File: config.mk
export PLATFORM = sky130hd
export DESIGN_NAME = cp0_ctrl
export DESIGN_NICKNAME = d
export VERILOG_FILES = /design/src/rtl/cp0_pkg.sv /design/src/rtl/cp0_ctrl_irq_sampler.sv /design/src/rtl/cp0_ctrl.sv
export SDC_FILE = /design/constraint.sdc
export NUM_CORES = 1
export LEC_CHECK = 0
export BUFFER_PORTS_ARGS = -buffer_cell sky130_fd_sc_hd__buf_2
export CAP_MARGIN = 15
export CORE_MARGIN = 2
export CORE_UTILIZATION = 44
export CTS_CLUSTER_SIZE = 24
export DETAILED_ROUTE_END_ITERATION = 8
export PLACE_DENSITY = 0.82
export SKIP_CTS_REPAIR_TIMING = 1
export SLEW_MARGIN = 20
export SYNTH_ARGS = -nofsm -noshare
export SYNTH_HDL_FRONTEND = slang
export SYNTH_HIERARCHICAL = 1
export SYNTH_SLANG_ARGS = --single-unit
File: constraint.sdc
create_clock -name clk -period 2.6 [get_ports clk]
set_input_delay 0 -clock clk [delete_from_list [all_inputs] [get_ports clk]]
set_output_delay 0 -clock clk [all_outputs]
set_load 0.05 [all_outputs]
File: src/rtl/cp0_pkg.sv
// Shared register map, field positions and exception codes for the CP0 controller.
package cp0_pkg;

   localparam logic [4:0] REG_SR    = 5'd12;
   localparam logic [4:0] REG_CAUSE = 5'd13;
   localparam logic [4:0] REG_EPC   = 5'd14;
   localparam logic [4:0] REG_PRID  = 5'd15;

   localparam int SR_IE    = 0;
   localparam int SR_EXL   = 1;
   localparam int IP_LSB   = 8;
   localparam int EXC_LSB  = 2;
   localparam int CAUSE_BD = 31;

   typedef enum logic [4:0] {
      EXC_INT  = 5'd0,
      EXC_ADEL = 5'd4,
      EXC_ADES = 5'd5,
      EXC_RI   = 5'd10,
      EXC_OV   = 5'd12
   } exc_code_e;

   // Return address for a taken event: back up to the branch when the victim is in a delay slot.
   function automatic logic [31:0] epc_target(input logic [31:0] pc, input logic bd);
      logic [31:0] t;
      t = bd ? (pc - 32'd4) : pc;
      return {t[31:2], 2'b00};
   endfunction

endpackage

File: src/rtl/cp0_ctrl_irq_sampler.sv
// Interrupt line capture: either a plain per-edge mirror of the lines, or rising-edge
// sticky bits that software clears by writing 0.
module irq_sampler #(
   parameter int IRQ_NUM  = 6,
   parameter int IRQ_EDGE = 0
) (
   input  logic               clk,
   input  logic               reset,
   input  logic [IRQ_NUM-1:0] irq,
   input  logic               clr_en,
   input  logic [IRQ_NUM-1:0] clr_data,
   output logic [IRQ_NUM-1:0] ip
);

   generate
      if (IRQ_EDGE != 0) begin : g_edge
         logic [IRQ_NUM-1:0] irq_prev;

         // Latch rising edges; a new edge on the same cycle as a software clear wins.
         always_ff @(posedge clk or posedge reset) begin
            if (reset) begin
               irq_prev <= '0;
               ip       <= '0;
            end else begin
               irq_prev <= irq;
               ip       <= (clr_en ? (ip & clr_data) : ip) | (irq & ~irq_prev);
            end
         end
      end else begin : g_level
         logic unused_clr;
         assign unused_clr = clr_en ^ (^clr_data);

         // Level mode simply registers the lines; software cannot touch IP.
         always_ff @(posedge clk or posedge reset) begin
            if (reset) ip <= '0;
            else       ip <= irq;
         end
      end
   endgenerate

endmodule

File: src/rtl/cp0_ctrl.sv
// CP0 controller: SR/Cause/EPC/PRId, interrupt vs. exception arbitration and eret target.
module cp0_ctrl
   import cp0_pkg::*;
#(
   parameter int          IRQ_NUM  = 6,
   parameter int          IRQ_EDGE = 0,
   parameter logic [31:0] PRID     = 32'h0000_2021
) (
   input  logic               clk,
   input  logic               reset,
   input  logic [IRQ_NUM-1:0] irq,
   input  logic               exc_valid,
   input  logic [4:0]         exc_code,
   input  logic [31:0]        pc_in,
   input  logic               bd_in,
   input  logic               eret,
   input  logic               wr_en,
   input  logic [4:0]         wr_addr,
   input  logic [31:0]        wr_data,
   input  logic [4:0]         rd_addr,
   output logic [31:0]        rd_data,
   output logic               req,
   output logic               int_resp,
   output logic [31:0]        epc_out
);

   logic [IRQ_NUM-1:0] im;
   logic [IRQ_NUM-1:0] ip;
   logic               exl;
   logic               ie;
   logic               bd;
   logic [4:0]         exc_code_r;
   logic [31:0]        epc;
   logic               int_pend;
   logic               exc_pend;
   logic               wr_sr;
   logic               wr_epc;
   logic               wr_cause;
   logic [31:0]        sr_word;
   logic [31:0]        cause_word;

   assign wr_sr    = wr_en && (wr_addr == REG_SR);
   assign wr_epc   = wr_en && (wr_addr == REG_EPC);
   // An mtc0 on the same cycle as a taken event belongs to a flushed instruction.
   assign wr_cause = wr_en && (wr_addr == REG_CAUSE) && !req;

   assign int_pend = (|(ip & im)) & ie & ~exl;
   assign exc_pend = exc_valid & ~exl;
   assign req      = ~reset & (int_pend | exc_pend) & ~eret;
   assign int_resp = ~reset & int_pend & ~eret;
   assign epc_out  = wr_epc ? wr_data : epc;

   irq_sampler #(
      .IRQ_NUM  (IRQ_NUM),
      .IRQ_EDGE (IRQ_EDGE)
   ) u_irq_sampler (
      .clk      (clk),
      .reset    (reset),
      .irq      (irq),
      .clr_en   (wr_cause),
      .clr_data (wr_data[IP_LSB +: IRQ_NUM]),
      .ip       (ip)
   );

   // Assemble architectural register views and the mfc0 read mux.
   always_comb begin
      sr_word                      = '0;
      sr_word[IP_LSB +: IRQ_NUM]   = im;
      sr_word[SR_EXL]              = exl;
      sr_word[SR_IE]               = ie;
      cause_word                   = '0;
      cause_word[CAUSE_BD]         = bd;
      cause_word[IP_LSB +: IRQ_NUM] = ip;
      cause_word[EXC_LSB +: 5]     = exc_code_r;
      case (rd_addr)
         REG_SR:    rd_data = sr_word;
         REG_CAUSE: rd_data = cause_word;
         REG_EPC:   rd_data = epc;
         REG_PRID:  rd_data = PRID;
         default:   rd_data = '0;
      endcase
   end

   // Taken events capture context and raise EXL; otherwise apply mtc0 and eret.
   always_ff @(posedge clk or posedge reset) begin
      if (reset) begin
         im         <= '0;
         exl        <= 1'b0;
         ie         <= 1'b0;
         bd         <= 1'b0;
         exc_code_r <= '0;
         epc        <= '0;
      end else if (req) begin
         exl        <= 1'b1;
         bd         <= bd_in;
         epc        <= epc_target(pc_in, bd_in);
         exc_code_r <= int_resp ? EXC_INT : exc_code;
      end else begin
         if (wr_sr) begin
            im  <= wr_data[IP_LSB +: IRQ_NUM];
            exl <= wr_data[SR_EXL];
            ie  <= wr_data[SR_IE];
         end
         if (wr_epc) epc <= wr_data;
         if (eret)   exl <= 1'b0;
      end
   end

endmodule

==> flow_metrics.env, run 1 <==
export IMPL_violations="negative hold slack"
export IMPL_clock_skew_ps=4.43
export IMPL_yosys_warnings=6
export IMPL_die_area_um2=8120
export IMPL_drt_total_wl_um=9430
export IMPL_tns_ps=0
export IMPL_cts_inserted_buffers=5
export IMPL_hold_ws_ps=-7.02
export IMPL_crit_slowest_cell="dfrtp_1"
export IMPL_fin_nets=616
export IMPL_maxCapViolations=0
export IMPL_cp_data_required_time_ps=2600
export IMPL_antennaDiodeCount=0
export IMPL_final_hold_viol_count=2
export IMPL_io_buffers=154
export IMPL_fin_ws_ps=354
export IMPL_rsz0062_at_grt="no"
export IMPL_worstSkewPairLatency_ps=310
export IMPL_antenna_found_initial=0
export IMPL_drive_gt1_share_pct=40.8
export IMPL_drv_slew=0
export IMPL_syn_inst=353
export IMPL_viasPerCell=5.20
export IMPL_p_total_mw=2.83
export IMPL_cp_start_kind="register"
export IMPL_clock_sinks=52
export IMPL_synthToLayoutAreaGrowth_pct=37.3
export IMPL_worstSetupPathType="register to primary output"
export IMPL_drc=0
export IMPL_grtUsageTotal_pct=23.0
export IMPL_tightest_slew_ps=822
export IMPL_num_vias=3243
export IMPL_powerDensity_nw_per_um2=632
export IMPL_finalCritPeriodShare_pct=86.4
export IMPL_hold_path_class="primary input to register"
export IMPL_ir_drop_v=0.000374
export IMPL_fmax_ghz=0.445
export IMPL_drt_antenna_violating_nets=0
export IMPL_relSlewSlack_pct=45.1
export IMPL_finalSetupViolations=0
export IMPL_syn_avg_cell_area_um2=9.24
export IMPL_root_buffer="clkbuf_8"
export IMPL_end_kind="primary output"
export IMPL_initial_utilization_pct=45.2
export IMPL_p_leak_nw=2.07
export IMPL_fin_crit_ps=2250
export IMPL_slowest_delay_ps=390
export IMPL_synth_area_um2=3260
export IMPL_firstDrtPassIters=4
export IMPL_gp_congestion=0.835
export IMPL_place_ws_ps=643
export IMPL_drt_iter0_drc=151
export IMPL_path_cells="a22oi_1 > a31oi_1 > o21ai_1 > buf_4 > inv_2 > buf_12 > buf_2"
export IMPL_crit_fanout=45
export IMPL_status="complete, but fails checks"
export IMPL_core_um2=7210
export IMPL_cts_clk_slew_worst_paths_ps=100
export IMPL_grt_max_degree=47
export IMPL_fp_dieW_um=90.1
export IMPL_htree_levels=2
export IMPL_dp_hpwl_um=7080
export IMPL_grt_pass1_vias=3196
export IMPL_syn_num_nets=445
export IMPL_drt_wirelength_per_cell_um=15.1
export IMPL_die_h_um=90.1
export IMPL_pin_count=157
export IMPL_overflow=0
export IMPL_grt_pass1_wl_um=15300
export IMPL_cts_tree="yes"
export IMPL_cts_max_path_buffers=2
export IMPL_row_count=31
export IMPL_critical_path_arrival_ps=2250
-- final timing paths --
path	start	to	slack [ps]	cells after the start
min in group asynchronous	reset	u_irq_sampler/ip[5]$_DFF_PP0_	200	3
worst min-delay path	pc_in[25]	epc[25]$_DFF_PP0_	-7	3
max in group asynchronous	reset	epc[16]$_DFF_PP0_	1690	3
worst max register to register	im[1]$_DFFE_PP0P_	im[3]$_DFFE_PP0P_	630	6
worst min register to register	exc_code_r[3]$_DFFE_PP0P_	exc_code_r[3]$_DFFE_PP0P_	490	2
worst max-delay path	im[1]$_DFFE_PP0P_	req	350	7
-- metal layers --
| metal | track usage [%] | up-vias | share of wire [%] |
|---|---|---|---|
| met5 | 0 | - | 0 |
| met4 | 7.56 | 0 | 2.2 |
| met3 | 6.20 | 20 | 7.9 |
| met2 | 39.8 | 146 | 49 |
| met1 | 27.7 | 1504 | 41 |
| li1 | - | 1573 | - |
-- state kept, by name, summed over array words and instances, names as in the netlist --
signal / cells
bd: 1
epc: 32
exc_code_r: 5
exl: 1
ie: 1
im: 6
u_irq_sampler/ip: 6
-- layout by cell type (no fill, tap or decap), types with 3 or more instances in the layout --
| cell type | n |
|---|---|
| nand3_1 | 6 |
| dlygate4sd3_1 | 23 |
| xnor2_1 | 23 |
| o21ai_0 | 4 |
| nor3_1 | 12 |
| nor4_1 | 9 |
| nand2_1 | 20 |
| a22oi_1 | 8 |
| mux2_2 | 36 |
| buf_4 | 4 |
| buf_2 | 154 |
| nor2b_1 | 5 |
| nor2_1 | 54 |
| and2_1 | 23 |
| xor2_1 | 5 |
| clkbuf_8 | 5 |
| inv_1 | 4 |
| or3_1 | 6 |
| mux2i_1 | 7 |
| dfrtp_1 | 52 |
| mux2_1 | 3 |
| a21oi_1 | 35 |
-- through the flow --
step / utilization (%) / cell area [um2] / instances
final: 62.1 / 4480 / 624
after global routing: 62.1 / 4480 / 624
after CTS: 58.9 / 4250 / 601
after detailed placement: 57.3 / 4140 / 593
after global placement: 57.3 / 4140 / 593
after floorplan: - / 3260 / 353
-- report_power, final --
group	total, mW	switching [mW]	internal [mW]	leakage, nW
Clock	0.565	0.280	0.285	0.0541
Sequential	1.08	0.0999	0.976	0.604
Combinational	1.19	0.807	0.384	1.42
-- worst max-delay path, delay by kind of cell, from the launching register on --
family | cells | cell delay (ps)
flops | 1 | 390
buf+inv | 4 | 1040
compound gates | 3 | 490
-- layout make-up --
class                      count  area [um2]
sequential                    52        1300
tap                           99         124
inverter                       6        23.8
clock buffer                   5        68.8
fill                         654        2740
timing repair buffer         182        1050
multi-input combinational    277        1870
clock inverter                 3        42.5
Power figures use the tool's default switching activity.
==> inputs of run 2 (changes only) <==
Clock period 2.6 ns to 2.7 ns, I/O delays scaled along.
==> run 2 against run 1 <==
  * The flow still finishes with violations (negative hold slack)
  * Worst hold slack got worse by 10 ps
  * Cell area increased by 0.42%
  * Sequential share of layout area is 0.12 points lower
  * Cell count grew 0.48%
  * Combinational power shrank 3%
  * First-iteration DRC count shrank 41%
  * Total power down 3.4%
  * Count of clock-buffer cells in the layout unchanged
  * Critical path depth stayed put
  * Clock skew shrank 0.80 ps
  * Register-to-register slack improved by 90 ps
  * Sequential power fell by 5%
  * Highest routed layer unchanged
==> flow_metrics.env, run 2 (synthesis gave the netlist of run 1 again) <==
export IMPL_grt_pass1_vias=3173
export IMPL_fp_dieW_um=90.1
export IMPL_io_buffers=154
export IMPL_drt_antenna_violating_nets=0
export IMPL_finalCritPeriodShare_pct=79.0
export IMPL_end_kind="primary output"
export IMPL_fmax_ghz=0.469
export IMPL_finalSetupViolations=0
export IMPL_die_h_um=90.1
export IMPL_post_route_util_pct=62.3
export IMPL_slowest_delay_ps=390
export IMPL_grt_max_degree=47
export IMPL_top_register="epc"
export IMPL_grtUsageTotal_pct=22.4
export IMPL_cp_data_required_time_ps=2700
export IMPL_gp_congestion=0.828
export IMPL_dp_hpwl_um=7050
export IMPL_rsz0062_at_grt="no"
export IMPL_crit_fanout=41
export IMPL_worstSetupPathType="register to primary output"
export IMPL_synthToLayoutAreaGrowth_pct=37.9
export IMPL_drt_wirelength_per_cell_um=15.3
export IMPL_hold_ws_ps=-17.4
export IMPL_layout_commonest_cell="buf_2"
export IMPL_largest_reg_flops=32
export IMPL_cts_tree="yes"
export IMPL_firstDrtPassIters=4
export IMPL_pin_count=157
export IMPL_num_vias=3229
export IMPL_layout_cells_non_filler=627
export IMPL_clock_sinks=52
export IMPL_tightest_slew_ps=835
export IMPL_status="complete, but fails checks"
export IMPL_cts_inserted_buffers=5
export IMPL_antennaDiodeCount=0
export IMPL_path_cells="a22oi_1 > a31oi_1 > o21ai_1 > buf_4 > inv_2 > buf_4 > buf_2"
export IMPL_htree_levels=2
export IMPL_critical_path_arrival_ps=2130
export IMPL_crit_slowest_cell="dfrtp_1"
export IMPL_initial_utilization_pct=45.2
export IMPL_maxCapViolations=0
export IMPL_fin_nets=619
export IMPL_cp_start_kind="register"
export IMPL_dp_cells=594
export IMPL_cts_clk_slew_worst_paths_ps=100
export IMPL_violations="negative hold slack"
export IMPL_drc=0
export IMPL_grt_pass1_wl_um=14800
export IMPL_tns_ps=0
export IMPL_worstSkewPairLatency_ps=310
export IMPL_antenna_found_initial=0
export IMPL_p_leak_nw=2.08
export IMPL_reg_top3="epc x32, im x6, u_irq_sampler/ip x6"
export IMPL_core_um2=7210
export IMPL_drt_total_wl_um=9580
export IMPL_drv_slew=0
export IMPL_cp_common_cell="buf_4"
export IMPL_relSlewSlack_pct=44.3
export IMPL_die_area_um2=8120
export IMPL_ir_drop_v=0.000400
export IMPL_final_cell_mix="buf_2 (154), nor2_1 (54), dfrtp_1 (52), mux2_2 (36), a21oi_1 (35)"
export IMPL_clock_skew_ps=3.63
export IMPL_drive_gt1_share_pct=40.7
export IMPL_root_buffer="clkbuf_8"
export IMPL_row_count=31
export IMPL_fin_crit_ps=2130
export IMPL_cts_max_path_buffers=2
export IMPL_final_hold_viol_count=1
export IMPL_hold_path_class="primary input to register"
export IMPL_viasPerCell=5.15
export IMPL_overflow=0
export IMPL_powerDensity_nw_per_um2=608
export IMPL_drt_iter0_drc=89
[run 2: cell types whose count changed in the layout (fill, tap and decap cells not counted), sizes merged]
cell / previous run / this run
dlygate4sd3: 23 / 25
inv: 5 / 6
clkinv: 2 / 1
buf: 159 / 160
[run 2: final timing paths]
path | startpoint | endpoint | slack (ps) | cells past startpoint
hold / removal | pc_in[7] | epc[7]$_DFF_PP0_ | -20 | 3
min in group asynchronous | reset | u_irq_sampler/ip[5]$_DFF_PP0_ | 180 | 3
hold reg to reg | exc_code_r[4]$_DFFE_PP0P_ | exc_code_r[4]$_DFFE_PP0P_ | 480 | 2
setup reg to reg | im[4]$_DFFE_PP0P_ | im[5]$_DFFE_PP0P_ | 720 | 6
max in group asynchronous | reset | epc[26]$_DFF_PP0_ | 1800 | 3
setup / recovery | im[1]$_DFFE_PP0P_ | req | 570 | 7
[run 2: area by class of cell]
type,instances,area (um2)
well taps,99,124
clock inverters,3,46.3
flip-flops and latches,52,1300
inverters,6,23.8
multi-input cells,277,1870
repair buffers,185,1070
clock buffers,5,68.8
fillers,622,2720
[run 2: metrics by stage]
step                setup WS [ps]  instance area (um2)  power [mW]
finish                        566                 4500        2.74
global route                  417                 4500        2.89
CTS                           555                 4250        2.73
detailed placement            727                 4130        2.17
global placement              794                 4130        2.14
floorplan                     928                 3260        1.87
[run 2: power by group]
group,switching (mW),total [mW],internal [mW]
Sequential,0.0920,1.03,0.940
Combinational,0.780,1.15,0.371
Clock,0.273,0.553,0.280
[run 2: routing by layer]
layer | global-route usage, % | part of all wire [%]
met1 | 26.1 | 40
met2 | 40.5 | 50
met3 | 5.28 | 7.9
met4 | 7.18 | 1.8
met5 | 0 | 0
[run 2: critical path: cells and delay by family (launching register included)]
kind / cells / cell delay [ps]
compound gates: 3 / 480
buf+inv: 4 / 940
flops: 1 / 390
